==> config.mk <==
export PLATFORM = sky130hd
export DESIGN_NAME = hazard_stall_controller_flat
export DESIGN_NICKNAME = d
export VERILOG_FILES = /design/src/rtl/hazard_stall_controller_if.sv /design/src/rtl/hazard_stall_controller.sv /design/src/flat_wrapper.sv
export SDC_FILE = /design/constraint.sdc
export NUM_CORES = 1
export LEC_CHECK = 0
export CAP_MARGIN = 20
export CORE_MARGIN = 1.5
export CORE_UTILIZATION = 35
export DETAILED_ROUTE_END_ITERATION = 8
export PLACE_DENSITY_LB_ADDON = 0.3
export SLEW_MARGIN = 30
export SYNTH_ARGS = -nofsm -noshare
export SYNTH_HDL_FRONTEND = slang
export SYNTH_SLANG_ARGS = --single-unit
==> constraint.sdc <==
create_clock -name clk_i -period 5.25 [get_ports clk_i]
set_input_delay 1.05 -clock clk_i [delete_from_list [all_inputs] [get_ports clk_i]]
set_output_delay 1.05 -clock clk_i [all_outputs]
set_load 0.03 [all_outputs]
==> src/rtl/hazard_stall_controller_if.sv <==
// ID-stage hazard bus between the pipeline (master) and the stall controller (slave).
// HAZARD_STALL_CNT_EN adds the stall_cycles_o counter output and its CNT_W width.
interface hazard_stall_controller_if
`ifdef HAZARD_STALL_CNT_EN
  #(parameter int unsigned CNT_W = 32)
`endif
  ;
  logic [4:0] ID_instruction_RS_i;
  logic [4:0] ID_instruction_RT_i;
  logic       ID_muldiv_i;
  logic       EX_mem_read_i;
  logic [4:0] EX_instruction_RT_i;
  logic       EX_branch_taken_i;
  logic       pc_write_o;
  logic       IFID_write_o;
  logic       IDEX_bubble_o;
  logic       IFID_flush_o;
  logic       muldiv_start_o;
  logic       muldiv_abort_o;
  logic       muldiv_busy_o;
`ifdef HAZARD_STALL_CNT_EN
  logic [CNT_W-1:0] stall_cycles_o;
`endif

  modport master (
    output ID_instruction_RS_i, ID_instruction_RT_i, ID_muldiv_i,
    output EX_mem_read_i, EX_instruction_RT_i, EX_branch_taken_i,
    input  pc_write_o, IFID_write_o, IDEX_bubble_o, IFID_flush_o,
    input  muldiv_start_o, muldiv_abort_o, muldiv_busy_o
`ifdef HAZARD_STALL_CNT_EN
    , input stall_cycles_o
`endif
  );

  modport slave (
    input  ID_instruction_RS_i, ID_instruction_RT_i, ID_muldiv_i,
    input  EX_mem_read_i, EX_instruction_RT_i, EX_branch_taken_i,
    output pc_write_o, IFID_write_o, IDEX_bubble_o, IFID_flush_o,
    output muldiv_start_o, muldiv_abort_o, muldiv_busy_o
`ifdef HAZARD_STALL_CNT_EN
    , output stall_cycles_o
`endif
  );
endinterface

==> src/rtl/hazard_stall_controller.sv <==
// ID-stage sequencer: load-use stalls, mul/div occupancy stalls and taken-branch flushes.
// Optional stall-cycle counter enabled by defining HAZARD_STALL_CNT_EN.
module hazard_stall_controller #(
  parameter int unsigned MULDIV_LAT = 4
`ifdef HAZARD_STALL_CNT_EN
  , parameter int unsigned CNT_W = 32
`endif
) (
  input logic                     clk_i,
  input logic                     rst_i,
  hazard_stall_controller_if.slave bus
);
  localparam int unsigned LAT_W = 8;

  typedef enum logic {IDLE, MULDIV} state_e;

  state_e             state_q, state_d;
  logic [LAT_W-1:0]   cnt_q, cnt_d;
  logic               lu_c;
  logic               pc_write_c, ifid_write_c, bubble_c, flush_c;
  logic               start_c, abort_c, busy_c;

  assign lu_c = bus.EX_mem_read_i && (bus.EX_instruction_RT_i != 5'd0) &&
                ((bus.EX_instruction_RT_i == bus.ID_instruction_RS_i) ||
                 (bus.EX_instruction_RT_i == bus.ID_instruction_RT_i));

  // Next state and same-cycle outputs; priority branch > mul/div busy > load-use > start
  always_comb begin
    state_d      = state_q;
    cnt_d        = cnt_q;
    pc_write_c   = 1'b1;
    ifid_write_c = 1'b1;
    bubble_c     = 1'b0;
    flush_c      = 1'b0;
    start_c      = 1'b0;
    abort_c      = 1'b0;
    busy_c       = (state_q == MULDIV);
    if (rst_i) begin
      state_d = IDLE;
      cnt_d   = '0;
      busy_c  = 1'b0;
    end else if (bus.EX_branch_taken_i) begin
      flush_c  = 1'b1;
      bubble_c = 1'b1;
      abort_c  = (state_q == MULDIV);
      state_d  = IDLE;
      cnt_d    = '0;
    end else if (state_q == MULDIV) begin
      if (cnt_q != '0) begin
        pc_write_c   = 1'b0;
        ifid_write_c = 1'b0;
        bubble_c     = 1'b1;
        cnt_d        = cnt_q - LAT_W'(1);
      end else begin
        state_d = IDLE;
      end
    end else if (lu_c) begin
      pc_write_c   = 1'b0;
      ifid_write_c = 1'b0;
      bubble_c     = 1'b1;
    end else if (bus.ID_muldiv_i) begin
      pc_write_c   = 1'b0;
      ifid_write_c = 1'b0;
      bubble_c     = 1'b1;
      start_c      = 1'b1;
      cnt_d        = LAT_W'(MULDIV_LAT - 1);
      state_d      = MULDIV;
    end
  end

  always_ff @(posedge clk_i) begin
    if (rst_i) begin
      state_q <= IDLE;
      cnt_q   <= '0;
    end else begin
      state_q <= state_d;
      cnt_q   <= cnt_d;
    end
  end

  assign bus.pc_write_o     = pc_write_c;
  assign bus.IFID_write_o   = ifid_write_c;
  assign bus.IDEX_bubble_o  = bubble_c;
  assign bus.IFID_flush_o   = flush_c;
  assign bus.muldiv_start_o = start_c;
  assign bus.muldiv_abort_o = abort_c;
  assign bus.muldiv_busy_o  = busy_c;

`ifdef HAZARD_STALL_CNT_EN
  logic [CNT_W-1:0] stall_cnt_q;

  // Saturating count of cycles in which the PC was held
  always_ff @(posedge clk_i) begin
    if (rst_i) begin
      stall_cnt_q <= '0;
    end else if (!pc_write_c && (stall_cnt_q != '1)) begin
      stall_cnt_q <= stall_cnt_q + CNT_W'(1);
    end
  end

  assign bus.stall_cycles_o = stall_cnt_q;
`endif
endmodule

==> src/flat_wrapper.sv <==
// flat-port wrapper written by rule: the top's interface ports become plain ports
module hazard_stall_controller_flat 
#(
  parameter int unsigned MULDIV_LAT = 4

)
  (clk_i, rst_i, bus_ID_instruction_RS_i, bus_ID_instruction_RT_i, bus_ID_muldiv_i, bus_EX_mem_read_i, bus_EX_instruction_RT_i, bus_EX_branch_taken_i, bus_pc_write_o, bus_IFID_write_o, bus_IDEX_bubble_o, bus_IFID_flush_o, bus_muldiv_start_o, bus_muldiv_abort_o, bus_muldiv_busy_o);
  hazard_stall_controller_if bus_i ();
  input logic clk_i;
  input logic rst_i;
  input wire logic [$bits(bus_i.ID_instruction_RS_i)-1:0] bus_ID_instruction_RS_i;
  input wire logic [$bits(bus_i.ID_instruction_RT_i)-1:0] bus_ID_instruction_RT_i;
  input wire logic [$bits(bus_i.ID_muldiv_i)-1:0] bus_ID_muldiv_i;
  input wire logic [$bits(bus_i.EX_mem_read_i)-1:0] bus_EX_mem_read_i;
  input wire logic [$bits(bus_i.EX_instruction_RT_i)-1:0] bus_EX_instruction_RT_i;
  input wire logic [$bits(bus_i.EX_branch_taken_i)-1:0] bus_EX_branch_taken_i;
  output wire logic [$bits(bus_i.pc_write_o)-1:0] bus_pc_write_o;
  output wire logic [$bits(bus_i.IFID_write_o)-1:0] bus_IFID_write_o;
  output wire logic [$bits(bus_i.IDEX_bubble_o)-1:0] bus_IDEX_bubble_o;
  output wire logic [$bits(bus_i.IFID_flush_o)-1:0] bus_IFID_flush_o;
  output wire logic [$bits(bus_i.muldiv_start_o)-1:0] bus_muldiv_start_o;
  output wire logic [$bits(bus_i.muldiv_abort_o)-1:0] bus_muldiv_abort_o;
  output wire logic [$bits(bus_i.muldiv_busy_o)-1:0] bus_muldiv_busy_o;
  assign bus_i.ID_instruction_RS_i = bus_ID_instruction_RS_i;
  assign bus_i.ID_instruction_RT_i = bus_ID_instruction_RT_i;
  assign bus_i.ID_muldiv_i = bus_ID_muldiv_i;
  assign bus_i.EX_mem_read_i = bus_EX_mem_read_i;
  assign bus_i.EX_instruction_RT_i = bus_EX_instruction_RT_i;
  assign bus_i.EX_branch_taken_i = bus_EX_branch_taken_i;
  assign bus_pc_write_o = bus_i.pc_write_o;
  assign bus_IFID_write_o = bus_i.IFID_write_o;
  assign bus_IDEX_bubble_o = bus_i.IDEX_bubble_o;
  assign bus_IFID_flush_o = bus_i.IFID_flush_o;
  assign bus_muldiv_start_o = bus_i.muldiv_start_o;
  assign bus_muldiv_abort_o = bus_i.muldiv_abort_o;
  assign bus_muldiv_busy_o = bus_i.muldiv_busy_o;
  hazard_stall_controller #(.MULDIV_LAT(MULDIV_LAT)) u_core (.clk_i(clk_i), .rst_i(rst_i), .bus(bus_i));
endmodule
; ---- Yosys cells after proc, flatten, opt, wreduce, memory -nomap -nowiden
; Index checks and enable logic that the tools add are counted.
[totals]
register_bits = 9
input_bits = 20
word_cells = 41
[classes]
addsub = 1
eq_ne = 4
mux = 26
n_reduce_logical = 8
[ops]
columns = operator, count
row1 = 2-to-1 mux 8 bit, 4
row2 = 2-to-1 mux 1 bit, 22
row3 = == test 5 bit, 2
row4 = nonzero test 8 bit, 1
row5 = subtractor 8 x 1 -> 8 bit (second input constant), 1
row6 = nonzero test 5 bit, 1
row7 = AND reduction 3 bit, 1
row8 = logical AND 1 bit, 2
row9 = != test 2 x 1 -> 1 bit (second input constant), 1
row10 = != test 2 bit (second input constant), 1
row11 = nonzero test 2 bit, 1
row12 = OR reduction 2 bit, 1
row13 = logical OR 1 bit, 1

; ---- Logic depth before layout (Yosys ltp)
[logic_depth]
word_depth = 7
mapped_depth = 7
ltp_nobuf = 7

; ---- Worst setup path before layout
; Ideal clock, no wire load.
[synth_path]
kind = input to output
start = input port bus_EX_instruction_RT_i[3]
end = output port bus_IDEX_bubble_o
arrival_time_ps = 2583
slack_ps = 1617
cell_stages = 5
n_path_buf = 0
path_cell_list = xor2_1 > nor3_1 > a22oi_1 > or2_1 > a221oi_1
[synth_between]
elab_chain_len = 7
word_cells_on_any_way = 10
classes_between = eq/ne (2) / mux (4) / reduce/logical (4)
[synth_lines]
columns = element, line_no
row1 = "start, declared", flat_wrapper.sv:15  ; input wire logic [$bits(bus_i.EX_instruction_RT_i)-1:0] bus_EX_instruction_RT_i;
row2 = == test 5 bit (tied with other cells), hazard_stall_controller.sv:24  ; ((bus.EX_instruction_RT_i == bus.ID_instruction_RS_i) ||
row3 = logical OR 1 bit / logical AND 1 bit (equally long branches), "hazard_stall_controller.sv:24, hazard_stall_controller.sv:23"
row4 = logical AND 1 bit (*), hazard_stall_controller.sv:23  ; assign lu_c = bus.EX_mem_read_i && (bus.EX_instruction_RT_i != 5'd0) &&
row5 = 2-to-1 mux 1 bit (*), hazard_stall_controller.sv:57  ; end else if (lu_c) begin
row6 = 2-to-1 mux 1 bit (*), hazard_stall_controller.sv:48  ; end else if (state_q == MULDIV) begin
row7 = 2-to-1 mux 1 bit (*), hazard_stall_controller.sv:42  ; end else if (bus.EX_branch_taken_i) begin
row8 = 2-to-1 mux 1 bit (*), hazard_stall_controller.sv:38  ; if (rst_i) begin
row9 = "end, declared", flat_wrapper.sv:19  ; output wire logic [$bits(bus_i.IDEX_bubble_o)-1:0] bus_IDEX_bubble_o;
; Every way passes the cells marked *; elsewhere a longest branch is shown, timed or not.

; ---- Worst setup path in the final report
[layout_path]
start = input port bus_EX_instruction_RT_i[2]
end = output port bus_IDEX_bubble_o
; Same word-level chain as after synthesis.

==> flow_summary.json <==
{
  "track_usage": 0.1559,
  "gp_routability_congestion": 0.7965,
  "crit_path_cell_trace": "clkdlybuf4s50_1 > xor2_1 > nor3_1 > a22oi_1 > or2_1 > a221oi_1 > clkdlybuf4s50_1",
  "fillerInstances": 202,
  "io_buffers": 26,
  "max_freq_mhz": 228.4,
  "cp.required_ns": 4.20,
  "route.detailed.drc": 0,
  "synth-warning-count": 0,
  "synth_largest_area_cell": "dfxtp_1",
  "drtIter0Drc": 17,
  "finClkSkew_ns": 0.009974,
  "crit_fanout": 3,
  "ir_drop_mv": 0.08297,
  "setup_viol": 0,
  "syn-cell-area_um2": 720.7,
  "postCtsHoldBufs": 0,
  "io_pins": 27,
  "ant_nets": 0,
  "grt.overflow.total": 0,
  "layout_setup_ws_ns": 0.8715,
  "insertion_delay_ns": 0.27,
  "grt_max_degree": 9,
  "dp_hpwl_um": 1393,
  "arrival_ns": 3.33,
  "worst_path_max_delay_cell": "clkdlybuf4s50_1",
  "fin_crit_sh": 0.8340,
  "numCtsBuffers": 3,
  "htree_levels": 1,
  "num_rows": 16,
  "wl_per_cell_um": 11.69,
  "status": "complete, no violations",
  "synth.area.top_cells": "dfxtp_1, xor2_1, nor2_1, a31oi_1, ha_1",
  "synthToLayoutAreaGrowth_pct": 43.06,
  "fp.dieW_um": 48.38,
  "die_height_um": 48.38,
  "tightestPinTransition_ns": 0.3520,
  "drt_first_pass_iters": 4,
  "place_inst": 140,
  "core_area_mm2": 0.001942,
  "final_cell_count_no_fill": 144,
  "avgSynthCellArea_um2": 8.098,
  "async_reset_ff_frac": 0,
  "nets": 140,
  "min_path_cells": 2,
  "path_clk_slew_ns": 0.06,
  "tritoncts": "yes",
  "pre_cts_ws_ns": 0.8718,
  "seqCellArea_um2": 180.2,
  "routed_wl_um": 1683,
  "clockBufferDepth": 2,
  "maxSlewViolCount": 0,
  "leakagePower_nw": 0.3530,
  "syn-num-nets": 111,
  "fin_crit_ns": 4.379,
  "die-area_mm2": 0.002340,
  "synth_top_area_frac": 0.2500,
  "ff2ff_path_depth": 7,
  "crit_type": "in2out",
  "insertedDiodeCount": 0,
  "layout-drive-gt1-share": 0.09402,
  "ys_ff_latch": 9,
  "maxSlewHeadroom": 0.7631,
  "antenna_found_initial": 0,
  "synth_edf_count": 0,
  "ys_top_cells_by_count": "nor2_1, xor2_1, dfxtp_1",
  "cts-root-buf": "clkbuf_4",
  "max_stage_delay_ns": 0.73,
  "hold_viol": 0,
  "ys.flop_type": "dfxtp_1",
  "grt_pass1_vias": 745,
  "ctsResizeCount": 0,
  "num_vias": 771,
  "p_per_area_mw_per_mm2": 175.8,
  "cp-start-kind": "input port",
  "post_cts_buffers": 0,
  "critPathMostFrequentCell": "clkdlybuf4s50_1",
  "rsz0062_at_grt": "no",
  "hp-class": "reg2reg",
  "tns_ns": 0,
  "syn_inst": 89,
  "multiInputGateArea_um2": 514.2,
  "end_kind": "output port",
  "cts_num_sinks": 9,
  "grt_pass1_wl_um": 2946,
  "seq_area_frac_synth": 0.2500,
  "start_util": 0.3711,
  "viasPerCell": 5.354,
  "maxCapViolCount": 0,
  "synth_cell_type_count": 37
}
## where the power goes
group	switching, mW	internal (mW)	total, mW
Clock	0.0263	0.0281	0.0545
Combinational	0.0265	0.0285	0.0550
Sequential	0.00180	0.0700	0.0718
## worst max-delay path: cells and delay by family
| family | cells | cell delay, ns |
|---|---|---|
| simple gates | 2 | 0.47 |
| xor+xnor | 1 | 0.18 |
| buf+inv | 2 | 1.19 |
| compound gates | 2 | 0.44 |
## through the flow
| step | util | power [mW] | hold slack (ns) | instance area [um^2] |
|---|---|---|---|---|
| floorplan | - | 0.1022 | 0.4770 | 720.7 |
| global placement | 0.5168 | 0.1278 | 0.5017 | 1003 |
| detailed placement | 0.5168 | 0.1285 | 0.5232 | 1003 |
| CTS | 0.5309 | 0.1820 | 0.5370 | 1031 |
| global route | 0.5309 | 0.1926 | 0.5640 | 1031 |
| finish | 0.5309 | 0.1813 | 0.5347 | 1031 |
## layout make-up
cell class              count  area share
multi-input cells          74      0.4988
repair buffers             26      0.2524
flip-flops and latches      9      0.1748
well taps                  27     0.03277
clock buffers               3     0.02184
inverters                   4     0.01456
clock inverters             1    0.004854
## cells in the final DEF, fill, tap and decap left out, types with 4 or more instances in the layout
cell type / instances
inv_1: 4
xor2_1: 10
clkdlybuf4s50_1: 26
dfxtp_1: 9
a31oi_1: 4
o21ai_0: 4
nor2_1: 10
nand2_1: 6
## flip-flops by register name, indices dropped and copies added, names as in the netlist
name            flops
u_core.cnt_q        8
u_core.state_q      1
## logic make-up (layout without fill, tap and decap cells)
kind of cell	Yosys count	count (layout)	synth area share
flops	9	9	0.2500
mux	1	1	0.01389
buf+inv	6	34	0.03645
simple gates	35	35	0.2708
compound gates	26	26	0.2726
xor+xnor	10	10	0.1215
fa+ha+maj	2	2	0.03472
## layer usage
layer / share of wire / GRT usage / vias to the layer above / wire [um]
li1: - / - / 388 / -
met1: 0.44 / 0.1773 / 350 / 741
met2: 0.49 / 0.2847 / 28 / 820
met3: 0.051 / 0.02160 / 5 / 85
met4: 0.021 / 0.07619 / 0 / 36
met5: 0 / 0 / - / 0
## worst paths after layout
path | start | end | slack, ns
max reg2reg | u_core.cnt_q[0] | u_core.cnt_q[6] | 3.53
max | bus_EX_instruction_RT_i[2] | bus_IDEX_bubble_o | 0.87
min reg2reg | u_core.cnt_q[1] | u_core.cnt_q[1] | 0.53
min | u_core.cnt_q[1] | u_core.cnt_q[1] | 0.53
(Power assumes the default switching activity.)
